[src/rtl/aibnd_avmm2_txsched_if.sv]
// ----------------------------------------------------------------------------
// aibnd_avmm2_txsched_if : two-requester word bus into the AVMM2 TX scheduler
// Rev 1.0
// ----------------------------------------------------------------------------
`default_nettype none

interface aibnd_avmm2_txsched_if #(
    parameter int DATA_W = 16
);
    logic [1:0]        req_valid;
    logic [DATA_W-1:0] req_data0;
    logic [DATA_W-1:0] req_data1;
    logic [1:0]        req_ready;

    modport master (
        output req_valid,
        output req_data0,
        output req_data1,
        input  req_ready
    );

    modport slave (
        input  req_valid,
        input  req_data0,
        input  req_data1,
        output req_ready
    );
endinterface

`default_nettype wire

[src/rtl/aibnd_avmm2_txsched.sv]
// ----------------------------------------------------------------------------
// aibnd_avmm2_txsched : AVMM2 sideband TX scheduler (RR arbitration, framing, enables)
// Rev 1.0
// ----------------------------------------------------------------------------
`default_nettype none

module aibnd_avmm2_txsched #(
    parameter int DATA_W   = 16,
    parameter int WARM_CYC = 8,
    parameter int GAP_CYC  = 1
) (
    input  logic                    avmm_clk,
    input  logic                    avmm_sync_rstb,
    input  logic                    link_en,
    aibnd_avmm2_txsched_if.slave    req,
    output logic [1:0]              avmm2_idat0,
    output logic [1:0]              avmm2_idat1,
    output logic                    itxen,
    output logic                    idataselb,
    output logic                    link_rdy,
    output logic                    busy,
    output logic [7:0]              frame_cnt
);

    localparam int BEATS  = DATA_W / 4;
    localparam int BEAT_W = (BEATS > 1) ? $clog2(BEATS) : 1;

    typedef enum logic [2:0] {
        S_OFF  = 3'd0,
        S_WARM = 3'd1,
        S_IDLE = 3'd2,
        S_HDR  = 3'd3,
        S_DATA = 3'd4,
        S_GAP  = 3'd5
    } state_t;

    state_t              state, state_nx;
    logic [7:0]          warm_cnt, warm_cnt_nx;
    logic [3:0]          gap_cnt, gap_cnt_nx;
    logic [BEAT_W-1:0]   beat, beat_nx;
    logic                grant, grant_nx;
    logic                last_grant, last_grant_nx;
    logic [DATA_W-1:0]   shreg, shreg_nx;
    logic [7:0]          frame_cnt_nx;
    logic                launch;
    logic                any_valid;
    logic                pick;
    logic [DATA_W-1:0]   pick_data;

    logic [1:0]          idat0_nx, idat1_nx, ready_nx;
    logic                itxen_nx, idataselb_nx, link_rdy_nx, busy_nx;

    // Contention goes to whoever was not served last; a lone requester always wins.
    assign any_valid = |req.req_valid;
    assign pick      = (req.req_valid == 2'b11) ? ~last_grant : req.req_valid[1];
    assign pick_data = pick ? req.req_data1 : req.req_data0;

    always_comb begin
        state_nx      = state;
        warm_cnt_nx   = warm_cnt;
        gap_cnt_nx    = gap_cnt;
        beat_nx       = beat;
        grant_nx      = grant;
        last_grant_nx = last_grant;
        shreg_nx      = shreg;
        frame_cnt_nx  = frame_cnt;
        launch        = 1'b0;

        case (state)
            S_OFF: begin
                if (link_en) begin
                    state_nx    = S_WARM;
                    warm_cnt_nx = 8'(WARM_CYC);
                end
            end
            S_WARM: begin
                if (!link_en) begin
                    state_nx = S_OFF;
                end else if (warm_cnt == 8'd1) begin
                    state_nx = S_IDLE;
                end else begin
                    warm_cnt_nx = warm_cnt - 8'd1;
                end
            end
            S_IDLE: begin
                if (!link_en) begin
                    state_nx = S_OFF;
                end else if (any_valid) begin
                    launch = 1'b1;
                end
            end
            S_HDR: begin
                state_nx = S_DATA;
                beat_nx  = '0;
                shreg_nx = grant ? req.req_data1 : req.req_data0;
            end
            S_DATA: begin
                shreg_nx = shreg >> 4;
                if (beat == BEAT_W'(BEATS - 1)) begin
                    frame_cnt_nx = frame_cnt + 8'd1;
                    // A disable seen at the end of a frame skips the gap and shuts down.
                    if (!link_en) begin
                        state_nx = S_OFF;
                    end else if (GAP_CYC > 0) begin
                        state_nx   = S_GAP;
                        gap_cnt_nx = 4'(GAP_CYC);
                    end else if (any_valid) begin
                        launch = 1'b1;
                    end else begin
                        state_nx = S_IDLE;
                    end
                end else begin
                    beat_nx = beat + BEAT_W'(1);
                end
            end
            S_GAP: begin
                if (!link_en) begin
                    state_nx = S_OFF;
                end else if (gap_cnt == 4'd1) begin
                    if (any_valid) begin
                        launch = 1'b1;
                    end else begin
                        state_nx = S_IDLE;
                    end
                end else begin
                    gap_cnt_nx = gap_cnt - 4'd1;
                end
            end
            default: begin
                state_nx = S_OFF;
            end
        endcase

        if (launch) begin
            state_nx      = S_HDR;
            grant_nx      = pick;
            last_grant_nx = pick;
        end
    end

    // Outputs are decoded from the next state so the registered pads line up with it.
    always_comb begin
        idat0_nx = 2'b00;
        idat1_nx = 2'b00;
        ready_nx = 2'b00;
        case (state_nx)
            S_HDR: begin
                idat0_nx = 2'b11;
                idat1_nx = {^pick_data, pick};
                ready_nx = pick ? 2'b10 : 2'b01;
            end
            S_DATA: begin
                idat0_nx = {shreg_nx[2], shreg_nx[0]};
                idat1_nx = {shreg_nx[3], shreg_nx[1]};
            end
            default: begin
            end
        endcase
        itxen_nx     = (state_nx != S_OFF);
        idataselb_nx = (state_nx == S_OFF);
        link_rdy_nx  = (state_nx == S_IDLE) || (state_nx == S_HDR) ||
                       (state_nx == S_DATA) || (state_nx == S_GAP);
        busy_nx      = (state_nx == S_HDR) || (state_nx == S_DATA) ||
                       (state_nx == S_GAP);
    end

    always_ff @(posedge avmm_clk or negedge avmm_sync_rstb) begin
        if (!avmm_sync_rstb) begin
            state         <= S_OFF;
            warm_cnt      <= 8'd0;
            gap_cnt       <= 4'd0;
            beat          <= '0;
            grant         <= 1'b0;
            last_grant    <= 1'b1;
            shreg         <= '0;
            frame_cnt     <= 8'd0;
            avmm2_idat0   <= 2'b00;
            avmm2_idat1   <= 2'b00;
            req.req_ready <= 2'b00;
            itxen         <= 1'b0;
            idataselb     <= 1'b1;
            link_rdy      <= 1'b0;
            busy          <= 1'b0;
        end else begin
            state         <= state_nx;
            warm_cnt      <= warm_cnt_nx;
            gap_cnt       <= gap_cnt_nx;
            beat          <= beat_nx;
            grant         <= grant_nx;
            last_grant    <= last_grant_nx;
            shreg         <= shreg_nx;
            frame_cnt     <= frame_cnt_nx;
            avmm2_idat0   <= idat0_nx;
            avmm2_idat1   <= idat1_nx;
            req.req_ready <= ready_nx;
            itxen         <= itxen_nx;
            idataselb     <= idataselb_nx;
            link_rdy      <= link_rdy_nx;
            busy          <= busy_nx;
        end
    end

endmodule

`default_nettype wire

[src/flat_wrapper.sv]
// flat-port wrapper written by rule: the top's interface ports become plain ports
module aibnd_avmm2_txsched_flat 
#(
    parameter int DATA_W   = 16,
    parameter int WARM_CYC = 8,
    parameter int GAP_CYC  = 1
)
  (avmm_clk, avmm_sync_rstb, link_en, avmm2_idat0, avmm2_idat1, itxen, idataselb, link_rdy, busy, frame_cnt, req_req_valid, req_req_data0, req_req_data1, req_req_ready);
  aibnd_avmm2_txsched_if #(.DATA_W(DATA_W)) req_i ();
  input  logic avmm_clk;
  input  logic avmm_sync_rstb;
  input  logic link_en;
  output logic [1:0] avmm2_idat0;
  output logic [1:0] avmm2_idat1;
  output logic itxen;
  output logic idataselb;
  output logic link_rdy;
  output logic busy;
  output logic [7:0] frame_cnt;
  input wire logic [$bits(req_i.req_valid)-1:0] req_req_valid;
  input wire logic [$bits(req_i.req_data0)-1:0] req_req_data0;
  input wire logic [$bits(req_i.req_data1)-1:0] req_req_data1;
  output wire logic [$bits(req_i.req_ready)-1:0] req_req_ready;
  assign req_i.req_valid = req_req_valid;
  assign req_i.req_data0 = req_req_data0;
  assign req_i.req_data1 = req_req_data1;
  assign req_req_ready = req_i.req_ready;
  aibnd_avmm2_txsched #(.DATA_W(DATA_W), .WARM_CYC(WARM_CYC), .GAP_CYC(GAP_CYC)) u_core (.avmm_clk(avmm_clk), .avmm_sync_rstb(avmm_sync_rstb), .link_en(link_en), .req(req_i), .avmm2_idat0(avmm2_idat0), .avmm2_idat1(avmm2_idat1), .itxen(itxen), .idataselb(idataselb), .link_rdy(link_rdy), .busy(busy), .frame_cnt(frame_cnt));
endmodule
[config.mk]
export PLATFORM = sky130hd
export DESIGN_NAME = aibnd_avmm2_txsched_flat
export DESIGN_NICKNAME = d
export VERILOG_FILES = /design/src/rtl/aibnd_avmm2_txsched_if.sv /design/src/rtl/aibnd_avmm2_txsched.sv /design/src/flat_wrapper.sv
export SDC_FILE = /design/constraint.sdc
export NUM_CORES = 1
export LEC_CHECK = 0
export ABC_CLOCK_PERIOD_IN_PS = 2500
export BUFFER_PORTS_ARGS = -buffer_cell sky130_fd_sc_hd__buf_2
export CORE_MARGIN = 2
export CORE_UTILIZATION = 55
export DETAILED_ROUTE_END_ITERATION = 7
export GPL_TIMING_DRIVEN = 0
export PLACE_DENSITY = 0.79
export SLEW_MARGIN = 25
export SYNTH_ARGS = -nofsm -noshare
export SYNTH_HDL_FRONTEND = slang
export SYNTH_SLANG_ARGS = --single-unit
[constraint.sdc]
create_clock -name avmm_clk -period 2.5 [get_ports avmm_clk]
set_clock_uncertainty 0.2 [all_clocks]
set_input_delay 0.125 -clock avmm_clk [delete_from_list [all_inputs] [get_ports avmm_clk]]
set_output_delay 0.125 -clock avmm_clk [all_outputs]
set_load 0.01 [all_outputs]
==> impl_metrics.py, run 1 <==
metrics = {
    "cells_and_area": {
        "drive_above_1_share": 0.2355,
        "multiInputGateArea_mm2": 0.001466,
        "fillCellCount": 416,
        "fin_nets": 387,
        "mostFrequentLayoutCells": "buf_2, dfrtp_1, xnor2_1",
        "layout_commonest_cell": "buf_2",
        "post-route-util": 0.6810,
        "layout-area-overhead-vs-synth_pct": 20.14,
        "finalInstanceArea_mm2": 0.003456,
        "antenna_cells": 0,
        "seq_area_mm2": 0.001329,
    },
    "die": {
        "rows": 26,
        "dieWidth_um": 76.32,
        "io_pins": 55,
        "dieArea_mm2": 0.005825,
        "floorplan.initialDensity": 0.5668,
        "die-height_um": 76.32,
        "coreArea_mm2": 0.005075,
    },
    "drt": {
        "totalWireLength_mm": 5.545,
        "first_iter_violations": 104,
        "post_drt_via_cell_ratio": 5.348,
        "ant_nets": 0,
        "dr_wl_met3_um": 233,
        "wire_per_inst_um": 13.39,
        "drc": 0,
        "wl_met2_mm": 2.647,
        "drt-met1-wl_mm": 2.592,
        "dr.pass1.iters": 4,
        "vias": 2214,
        "top_layer_used": "met4",
    },
    "yosys": {
        "ys_ff_latch": 53,
        "synth_edf_count": 0,
        "syn_area_mm2": 0.002877,
        "syn-num-nets": 315,
        "synth.area.top_cells": "dfrtp_1, xnor2_1, mux2i_1, nor2_1, a221o_1",
        "yosys.area.top_type_share": 0.4437,
        "async_flop_share": 1.000,
        "synth_cell_types": 48,
        "synth-seq-area-share": 0.4619,
        "synth_largest_area_cell": "dfrtp_1",
        "avgSynthCellArea_um2": 10.58,
        "synthFlopType": "dfrtp_1",
        "syn_inst": 272,
        "ys_warn_count": 0,
    },
    "clock_network": {
        "cts-root-buf": "clkbuf_8",
        "cts_tree": "yes",
        "htreeDepth": 2,
        "numCtsBuffers": 5,
        "clkLatencyLatePin_ps": 300,
        "clkTransAtPathRegs_ps": 80,
        "cts.sinks": 53,
        "cts_max_path_buffers": 2,
    },
    "setup_path": {
        "cp_max_fo": 7,
        "cp_data_arrival_time_ps": 2320,
        "cp.required_ps": 2500,
        "cp-start-kind": "flop",
        "crit_type": "reg2reg",
        "end_kind": "flop",
        "reg2regPathDepth": 8,
    },
    "hold_path": {
        "hold_class": "in2reg",
        "min_path_cells": 5,
    },
    "place": {
        "post-place-ws_ps": 18.17,
        "dp_hpwl_mm": 4.088,
        "placed_area_mm2": 0.003232,
        "port_buffers": 53,
        "gp_congestion": 0.7684,
    },
    "timing": {
        "fmax_mhz": 432.8,
        "worst_slack_ps": 189.7,
        "timing.final.crit_share": 0.9241,
        "rsz0062_at_grt": "no",
        "slew_headroom": 0.5728,
        "setup_viol": 0,
        "hold_viol_final": 0,
        "worstMarginPinSlew_ps": 640.8,
        "holdWs_ps": 8.856,
        "min_period_ps": 2310,
        "fin_setup_tns_ps": 0,
        "maxSlewViolCount": 0,
    },
    "global_routing": {
        "grt_max_degree": 54,
        "overflow": 0,
        "antenna_found_initial": 0,
        "track_usage": 0.2058,
        "grt_pass1_wl_mm": 9.756,
        "first_global_vias": 2177,
    },
    "power": {
        "p_leak_nw": 1.621,
        "ir_drop_mv": 0.3893,
        "p_per_area_mw_per_mm2": 851.6,
    },
    "job": {
        "maxCapViolCount": 0,
    },
    "outcome": {
        "run_status": "finished, final reports clean",
    },
}
synthesized netlist by cell type, types with 2 or more instances:
master,n
nand3b_1,2
xnor2_1,34
nor3b_1,3
a221o_1,9
dfstp_2,2
or3_1,3
xor2_1,9
o21ai_0,13
ha_1,6
nor4bb_1,2
a21oi_2,2
nor4b_1,2
inv_1,12
nand2_1,22
and3b_1,2
nand2b_1,4
nand4b_1,2
nand4_1,4
a221oi_1,3
or2_2,2
o31ai_1,2
dfrtp_1,51
buf_2,3
nor2_1,27
a21oi_1,3
clkbuf_1,7
or4_1,2
nand3_1,2
mux2i_1,18
critical path, cell delays in order (launching register included):
cell and delay [ps]:
dfrtp_1 380, inv_1 90, ha_1 150, nor3b_2 250, a21oi_1 160, or2_2 310, clkbuf_1 180, nand2b_1 250
o221ai_1 250
layer usage:
layer | up-vias | track usage
li1 | 1092 | -
met1 | 1060 | 0.2741
met3 | 8 | 0.03199
met2 | 54 | 0.3363
met4 | 0 | 0.08727
met5 | - | 0
area by class of cell:
cell class	count	area share
inverter	12	0.01303
clock buffer	7	0.02498
multi-input combinational	196	0.4243
tap	70	0.02534
sequential	53	0.3845
timing repair buffer	66	0.1137
buffer	10	0.01412
path summary, 6_finish.rpt:
path	start	to	slack [ps]
min in group asynchronous	avmm_sync_rstb	u_core.grant	190
max	u_core.gap_cnt[1]	u_core.avmm2_idat1[1]	190
min	req_req_data0[2]	u_core.shreg[2]	9
min reg2reg	u_core.last_grant	u_core.last_grant	260
max reg2reg	u_core.gap_cnt[1]	u_core.avmm2_idat1[1]	190
max in group asynchronous	avmm_sync_rstb	u_core.beat[0]	1480
registers in the layout, indices dropped and copies added, names as in the netlist:
register / count
u_core.req.req_ready: 2
u_core.gap_cnt: 4
u_core.shreg: 16
u_core.frame_cnt: 8
u_core.state: 3
u_core.avmm2_idat0: 2
u_core.idataselb: 1
u_core.grant: 1
u_core.warm_cnt: 8
u_core.busy: 1
u_core.avmm2_idat1: 2
u_core.beat: 2
u_core.link_rdy: 1
u_core.itxen: 1
u_core.last_grant: 1
metrics by stage:
| step | std cells | total power [W] |
|---|---|---|
| global placement | 395 | 0.002396 |
| finish | 414 | 0.002943 |
| floorplan | 272 | 0.002142 |
| global route | 414 | 0.003169 |
| detailed placement | 395 | 0.002434 |
| CTS | 413 | 0.002952 |
report_power, final:
part	internal (W)	switching (W)	leakage [nW]	total, W
registers	0.00113	0.000224	0.693	0.00136
clock network	0.000220	0.000247	0.0443	0.000467
logic	0.000569	0.000550	0.884	0.00112
total	0.00192	0.00102	1.62	0.00294
logic make-up after synthesis:
family,after synthesis,synth area share
compound gates,41,0.1118
xor+xnor,43,0.1309
fa+ha+maj,6,0.02610
buf+inv,23,0.03393
flops,53,0.4619
mux,20,0.07046
simple gates,86,0.1649
repair_timing:
| action | in CTS | in global routing |
|---|---|---|
| endpoints found under the hold margin | 56 | 0 |
| cloned | 0 | 0 |
| endpoints found under the setup margin | 1 | 4 |
| gates resized for setup | 1 | 1 |
| hold buffers | 11 | 0 |
| pin swaps | 0 | 0 |
| setup buffers | 0 | 2 |
Power figures use the tool's default switching activity.
==> run 2: changes to the inputs <==
Settings changed: CORE_MARGIN 2 to not set.
==> run 2 against run 1 <==
The flow now finishes with violations (negative hold slack); clock-buffer cell count is 2 lower; sequential share of layout area is 0.29 points lower; critical endpoint is now u_core.gap_cnt[2]; die area is 5.2% lower; sequential cell count stayed put; register-to-register slack worse by 30 ps; sequential power hardly changed; power is 4.1% higher; via count is 0.72% higher; core utilization is 3.3 points higher; global-route usage is 3.2 points higher; wire length is 5.9% higher; critical path depth is 2 lower.
==> impl_metrics.py, run 2 (synthesis gave the netlist of run 1 again) <==
metrics = {
    "timing": {
        "slew_headroom": 0.3957,
        "rsz0062_at_grt": "no",
        "worstMarginPinSlew_ps": 893.9,
        "maxSlewViolCount": 0,
        "fmax_mhz": 427.2,
        "hold_viol_final": 2,
        "setup_viol": 0,
        "min_period_ps": 2341,
        "holdWs_ps": -4.648,
        "timing.final.crit_share": 0.9363,
        "fin_setup_tns_ps": 0,
        "worst_slack_ps": 159.2,
    },
    "setup_path": {
        "cp-start-kind": "flop",
        "cp_data_arrival_time_ps": 2370,
        "critical_path_buf_inv_count": 1,
        "end_kind": "flop",
        "slowest_delay_ps": 500,
        "path_cells": "clkbuf_1, nand3b_1, o21ai_2, o22ai_2, or4_1, a21oi_1",
        "cp_max_fo": 10,
        "crit_family": "simple AND/OR/NAND/NOR gates",
        "cpMaxStageDelayCell": "or4_1",
        "cp.required_ps": 2530,
        "crit_type": "reg2reg",
    },
    "drt": {
        "post_drt_via_cell_ratio": 5.400,
        "totalWireLength_mm": 5.873,
        "wire_per_inst_um": 14.22,
        "vias": 2230,
        "ant_nets": 0,
        "dr.pass1.iters": 4,
        "first_iter_violations": 141,
        "drc": 0,
    },
    "place": {
        "post-place-ws_ps": 49.83,
        "port_buffers": 53,
        "placed_cells": 392,
        "gp_congestion": 0.7618,
        "dp_hpwl_mm": 4.162,
    },
    "power": {
        "p_per_area_mw_per_mm2": 879.9,
        "p_sw_w": 0.001067,
        "p_int_w": 0.001997,
        "p_seq_frac": 0.436,
        "design_power_total_w": 0.003064,
        "ir_drop_mv": 0.4423,
        "clock_power_share": 0.184,
        "power_frac_comb": 0.380,
        "p_leak_nw": 1.634,
        "swShare": 0.3481,
    },
    "clock_network": {
        "cts_tree": "yes",
        "clkLatencyLatePin_ps": 310,
        "cts-root-buf": "clkbuf_8",
        "cts_setup_buffers": 0,
        "numCtsBuffers": 5,
        "htreeDepth": 2,
        "clkTransAtPathRegs_ps": 90,
        "cts.sinks": 53,
        "cts_max_path_buffers": 2,
    },
    "die": {
        "dieArea_mm2": 0.005523,
        "io_pins": 55,
        "rows": 25,
        "floorplan.initialDensity": 0.5895,
        "dieWidth_um": 74.32,
        "coreArea_mm2": 0.004880,
        "die-height_um": 74.32,
    },
    "global_routing": {
        "grt_max_degree": 54,
        "antenna_found_initial": 0,
        "track_usage": 0.2374,
        "overflow": 0,
        "grt_pass1_wl_mm": 9.860,
        "first_global_vias": 2231,
    },
    "cells_and_area": {
        "fillCellCount": 374,
        "antenna_cells": 0,
        "fin_cells": 413,
        "layout-area-overhead-vs-synth_pct": 21.05,
        "largest_registers": "u_core.shreg: 16 flops, u_core.frame_cnt: 8 flops, u_core.warm_cnt: 8 flops",
        "fin_nets": 389,
        "layout_commonest_cell": "buf_2",
        "largest_reg_flops": 16,
        "mostFrequentLayoutCells": "buf_2, dfrtp_1, xnor2_1",
        "drive_above_1_share": 0.2283,
        "top_register": "u_core.shreg",
    },
    "hold_path": {
        "hold_class": "in2reg",
    },
    "job": {
        "maxCapViolCount": 0,
    },
    "outcome": {
        "failed_checks": "negative hold slack",
        "run_status": "finished, violations left",
    },
}
[run 2: final timing paths]
| kind | start | to | slack (ps) | depth (start not counted) |
|---|---|---|---|---|
| hold / removal | req_req_data0[6] | u_core.shreg[6] | -5 | 4 |
| setup / recovery | u_core.state[2] | u_core.gap_cnt[2] | 160 | 6 |
| min in group asynchronous | avmm_sync_rstb | u_core.shreg[2] | 180 | 2 |
| max in group asynchronous | avmm_sync_rstb | u_core.warm_cnt[1] | 1480 | 2 |
| setup reg to reg | u_core.state[2] | u_core.gap_cnt[2] | 160 | 6 |
| hold reg to reg | u_core.frame_cnt[7] | u_core.frame_cnt[7] | 270 | 1 |
[run 2: worst min-delay path, delay by kind of cell]
kind | cells | cell delay, ps
AOI/OAI and AO/OA | 1 | 110
buffers and inverters | 1 | 90
and+or+nand+nor | 1 | 80
muxes | 1 | 60
[run 2: power by group through the flow]
stage	clock [W]	sequential [W]	combinational (W)
floorplan	0	0.00131	0.000832
global placement	0	0.00133	0.00107
detailed placement	0	0.00134	0.00111
CTS	0.000572	0.00133	0.00116
global route	0.000608	0.00137	0.00130
finish	0.000563	0.00134	0.00116
[run 2: layout make-up]
class | instances | area, um2 | share of cell area
well taps | 67 | 83.83 | 0.02407
plain buffers | 11 | 52.55 | 0.01509
repair buffers | 67 | 407.9 | 0.1171
clock buffers | 5 | 68.82 | 0.01976
clock inverters | 2 | 35.03 | 0.01006
inverters | 12 | 45.04 | 0.01294
multi-input cells | 196 | 1460 | 0.4193
flip-flops and latches | 53 | 1329 | 0.3816
[run 2: per-layer routing]
metal,part of all wire,GRT usage,wire [um]
met2,0.51,0.4061,2970
met3,0.041,0.04336,238
met5,0,0,0
met4,0.015,0.08595,88
met1,0.44,0.3017,2576
[run 2: timing repair]
item / 4_1_cts / 5_1_grt
gates resized for setup: 0 / 2
endpoints found under the setup margin: 0 / 6
hold buffers: 14 / 0
hold endpoints to repair: 59 / 0
[run 2: through the flow]
| step | instance area, um2 | utilization |
|---|---|---|
| after floorplan | 2877 | - |
| after global placement | 3226 | 0.6610 |
| after detailed placement | 3228 | 0.6615 |
| after CTS | 3472 | 0.7115 |
| after global routing | 3482 | 0.7136 |
| final | 3482 | 0.7136 |
==> run 3: changes to the inputs <==
Settings changed: CORE_UTILIZATION 55 to 40, GPL_ROUTABILITY_DRIVEN set to 0, PLACE_DENSITY 0.79 to not set, REMOVE_ABC_BUFFERS set to 1.
==> run 3 against run 2 <==
The flow now finishes without violations; setup slack got worse by 6.6 ps; power decreased by 1.0%; sequential cell count unchanged; wire length decreased by 6.4%; sequential share of layout area about the same; final cell count increased by 4.6%; critical path type unchanged; largest cell class unchanged.
==> impl_metrics.py, run 3 (synthesis gave the netlist of run 1 again) <==
metrics = {
    "outcome": {
        "run_status": "finished, final reports clean",
    },
    "clock_network": {
        "cts-root-buf": "clkbuf_8",
        "cts.sinks": 53,
        "cts_max_path_buffers": 2,
        "cts_tree": "yes",
        "numCtsBuffers": 5,
        "clkLatencyLatePin_ps": 300,
        "htreeDepth": 2,
        "clkTransAtPathRegs_ps": 90,
    },
    "drt": {
        "ant_nets": 0,
        "vias": 2158,
        "totalWireLength_mm": 5.496,
        "post_drt_via_cell_ratio": 4.995,
        "first_iter_violations": 76,
        "wire_per_inst_um": 12.72,
        "drc": 0,
        "dr.pass1.iters": 6,
    },
    "die": {
        "coreArea_mm2": 0.006869,
        "dieWidth_um": 86.80,
        "io_pins": 55,
        "die-height_um": 86.80,
        "rows": 30,
        "floorplan.initialDensity": 0.4188,
        "dieArea_mm2": 0.007534,
    },
    "power": {
        "p_seq_frac": 0.468,
        "p_sw_w": 0.001024,
        "p_leak_nw": 1.609,
        "p_int_w": 0.002009,
        "swShare": 0.3377,
        "ir_drop_mv": 0.4122,
        "p_per_area_mw_per_mm2": 870.0,
        "power_frac_comb": 0.337,
        "clock_power_share": 0.195,
    },
    "cells_and_area": {
        "mostFrequentLayoutCells": "buf_2, dfrtp_1, xnor2_1",
        "post-route-util": 0.5075,
        "top_register": "u_core.shreg",
        "largest_reg_flops": 16,
        "largest_registers": "u_core.shreg: 16 flops, u_core.frame_cnt: 8 flops, u_core.warm_cnt: 8 flops",
        "fin_cells": 432,
        "antenna_cells": 0,
        "drive_above_1_share": 0.2351,
        "fin_nets": 378,
        "layout-area-overhead-vs-synth_pct": 21.18,
        "layout_commonest_cell": "buf_2",
    },
    "place": {
        "post-place-ws_ps": -180.3,
        "dp_hpwl_mm": 4.046,
        "port_buffers": 54,
        "placed_cells": 411,
    },
    "global_routing": {
        "gr-usage-met1": 0.1990,
        "grtUsageMet3": 0.02476,
        "grt_max_degree": 54,
        "antenna_found_initial": 0,
        "first_global_vias": 2244,
        "overflow": 0,
        "grt_pass1_wl_mm": 9.777,
        "grt.busiest_layer": "met2",
        "track_usage": 0.1625,
        "grt_use_met2": 0.2892,
    },
    "setup_path": {
        "slowest_delay_ps": 580,
        "cp_max_fo": 16,
        "cp_data_arrival_time_ps": 2320,
        "critical_path_buf_inv_count": 0,
        "cpMaxStageDelayCell": "nor3b_4",
        "path_cells": "nor3b_4, nor2_2, a221o_1, o21ai_0, o221ai_1",
        "rr_startpoint": "u_core.state[2]",
        "startpoint": "u_core.state[2]",
        "cp-start-kind": "flop",
        "end_kind": "flop",
        "crit_family": "simple AND/OR/NAND/NOR gates",
        "crit_type": "reg2reg",
        "cp.required_ps": 2470,
    },
    "timing": {
        "fin_setup_tns_ps": 0,
        "fmax_mhz": 426.0,
        "maxSlewViolCount": 0,
        "min_period_ps": 2347,
        "slew_headroom": 0.4107,
        "rsz0062_at_grt": "no",
        "worstMarginPinSlew_ps": 871.6,
        "setup_viol": 0,
        "hold_viol_final": 0,
        "timing.final.crit_share": 0.9390,
        "worst_slack_ps": 152.6,
    },
    "job": {
        "maxCapViolCount": 0,
    },
    "hold_path": {
        "hold_class": "in2reg",
        "worstHoldStart": "req_req_data0[1]",
    },
}
[run 3: area by class of cell]
class / instances / area (um2)
tap: 96 / 120.1
inverter: 12 / 45.04
timing repair buffer: 67 / 400.4
clock inverter: 1 / 30.03
fill: 638 / 3383
multi-input combinational: 196 / 1475
clock buffer: 7 / 86.33
sequential: 53 / 1329
[run 3: routing by layer]
layer / vias to the layer above / share of wire / wire length [um]
met3: 5 / 0.031 / 172
met5: - / 0 / 0
met4: 0 / 0.0075 / 41
li1: 1066 / - / -
met2: 46 / 0.50 / 2735
met1: 1041 / 0.46 / 2548
[run 3: path summary, 6_finish.rpt]
kind,to,slack [ps],cells after the start
setup / recovery,u_core.avmm2_idat1[1],150,5
hold / removal,u_core.shreg[1],9,5
setup reg to reg,u_core.avmm2_idat1[1],150,5
hold reg to reg,u_core.last_grant,260,2
max in group asynchronous,u_core.gap_cnt[0],1500,2
min in group asynchronous,u_core.frame_cnt[7],190,2
[run 3: power groups by stage]
stage	Sequential, W	Combinational, W	Clock [W]
6_report	0.00142	0.00102	0.000592
5_1_grt	0.00146	0.00116	0.000640
4_1_cts	0.00142	0.00102	0.000614
3_5_place_dp	0.00143	0.000978	0
3_3_place_gp	0.00142	0.000956	0
2_1_floorplan	0.00138	0.000728	0
[run 3: worst register-to-register path: stages (launching register included)]
cell      delay, ps
dfrtp_1         550
nor3b_4         580
nor2_2          270
a221o_1         380
o21ai_0          90
o221ai_1        150
[run 3: per-stage QoR]
step / power [W] / hold WS, ps / area [um2]
floorplan: 0.002106 / -370.6 / 2824
global placement: 0.002380 / 228.4 / 3214
detailed placement: 0.002404 / 2.948 / 3223
CTS: 0.003057 / 3.816 / 3473
global route: 0.003260 / 30.72 / 3486
finish: 0.003033 / 9.406 / 3486
[run 3: repair_timing]
item | CTS | global route
endpoints found under the setup margin | 8 | 2
gates resized for setup | 1 | 2
setup buffers | 1 | 0
hold endpoints to repair | 57 | 0
pin swaps | 1 | 0
hold buffers | 12 | 0
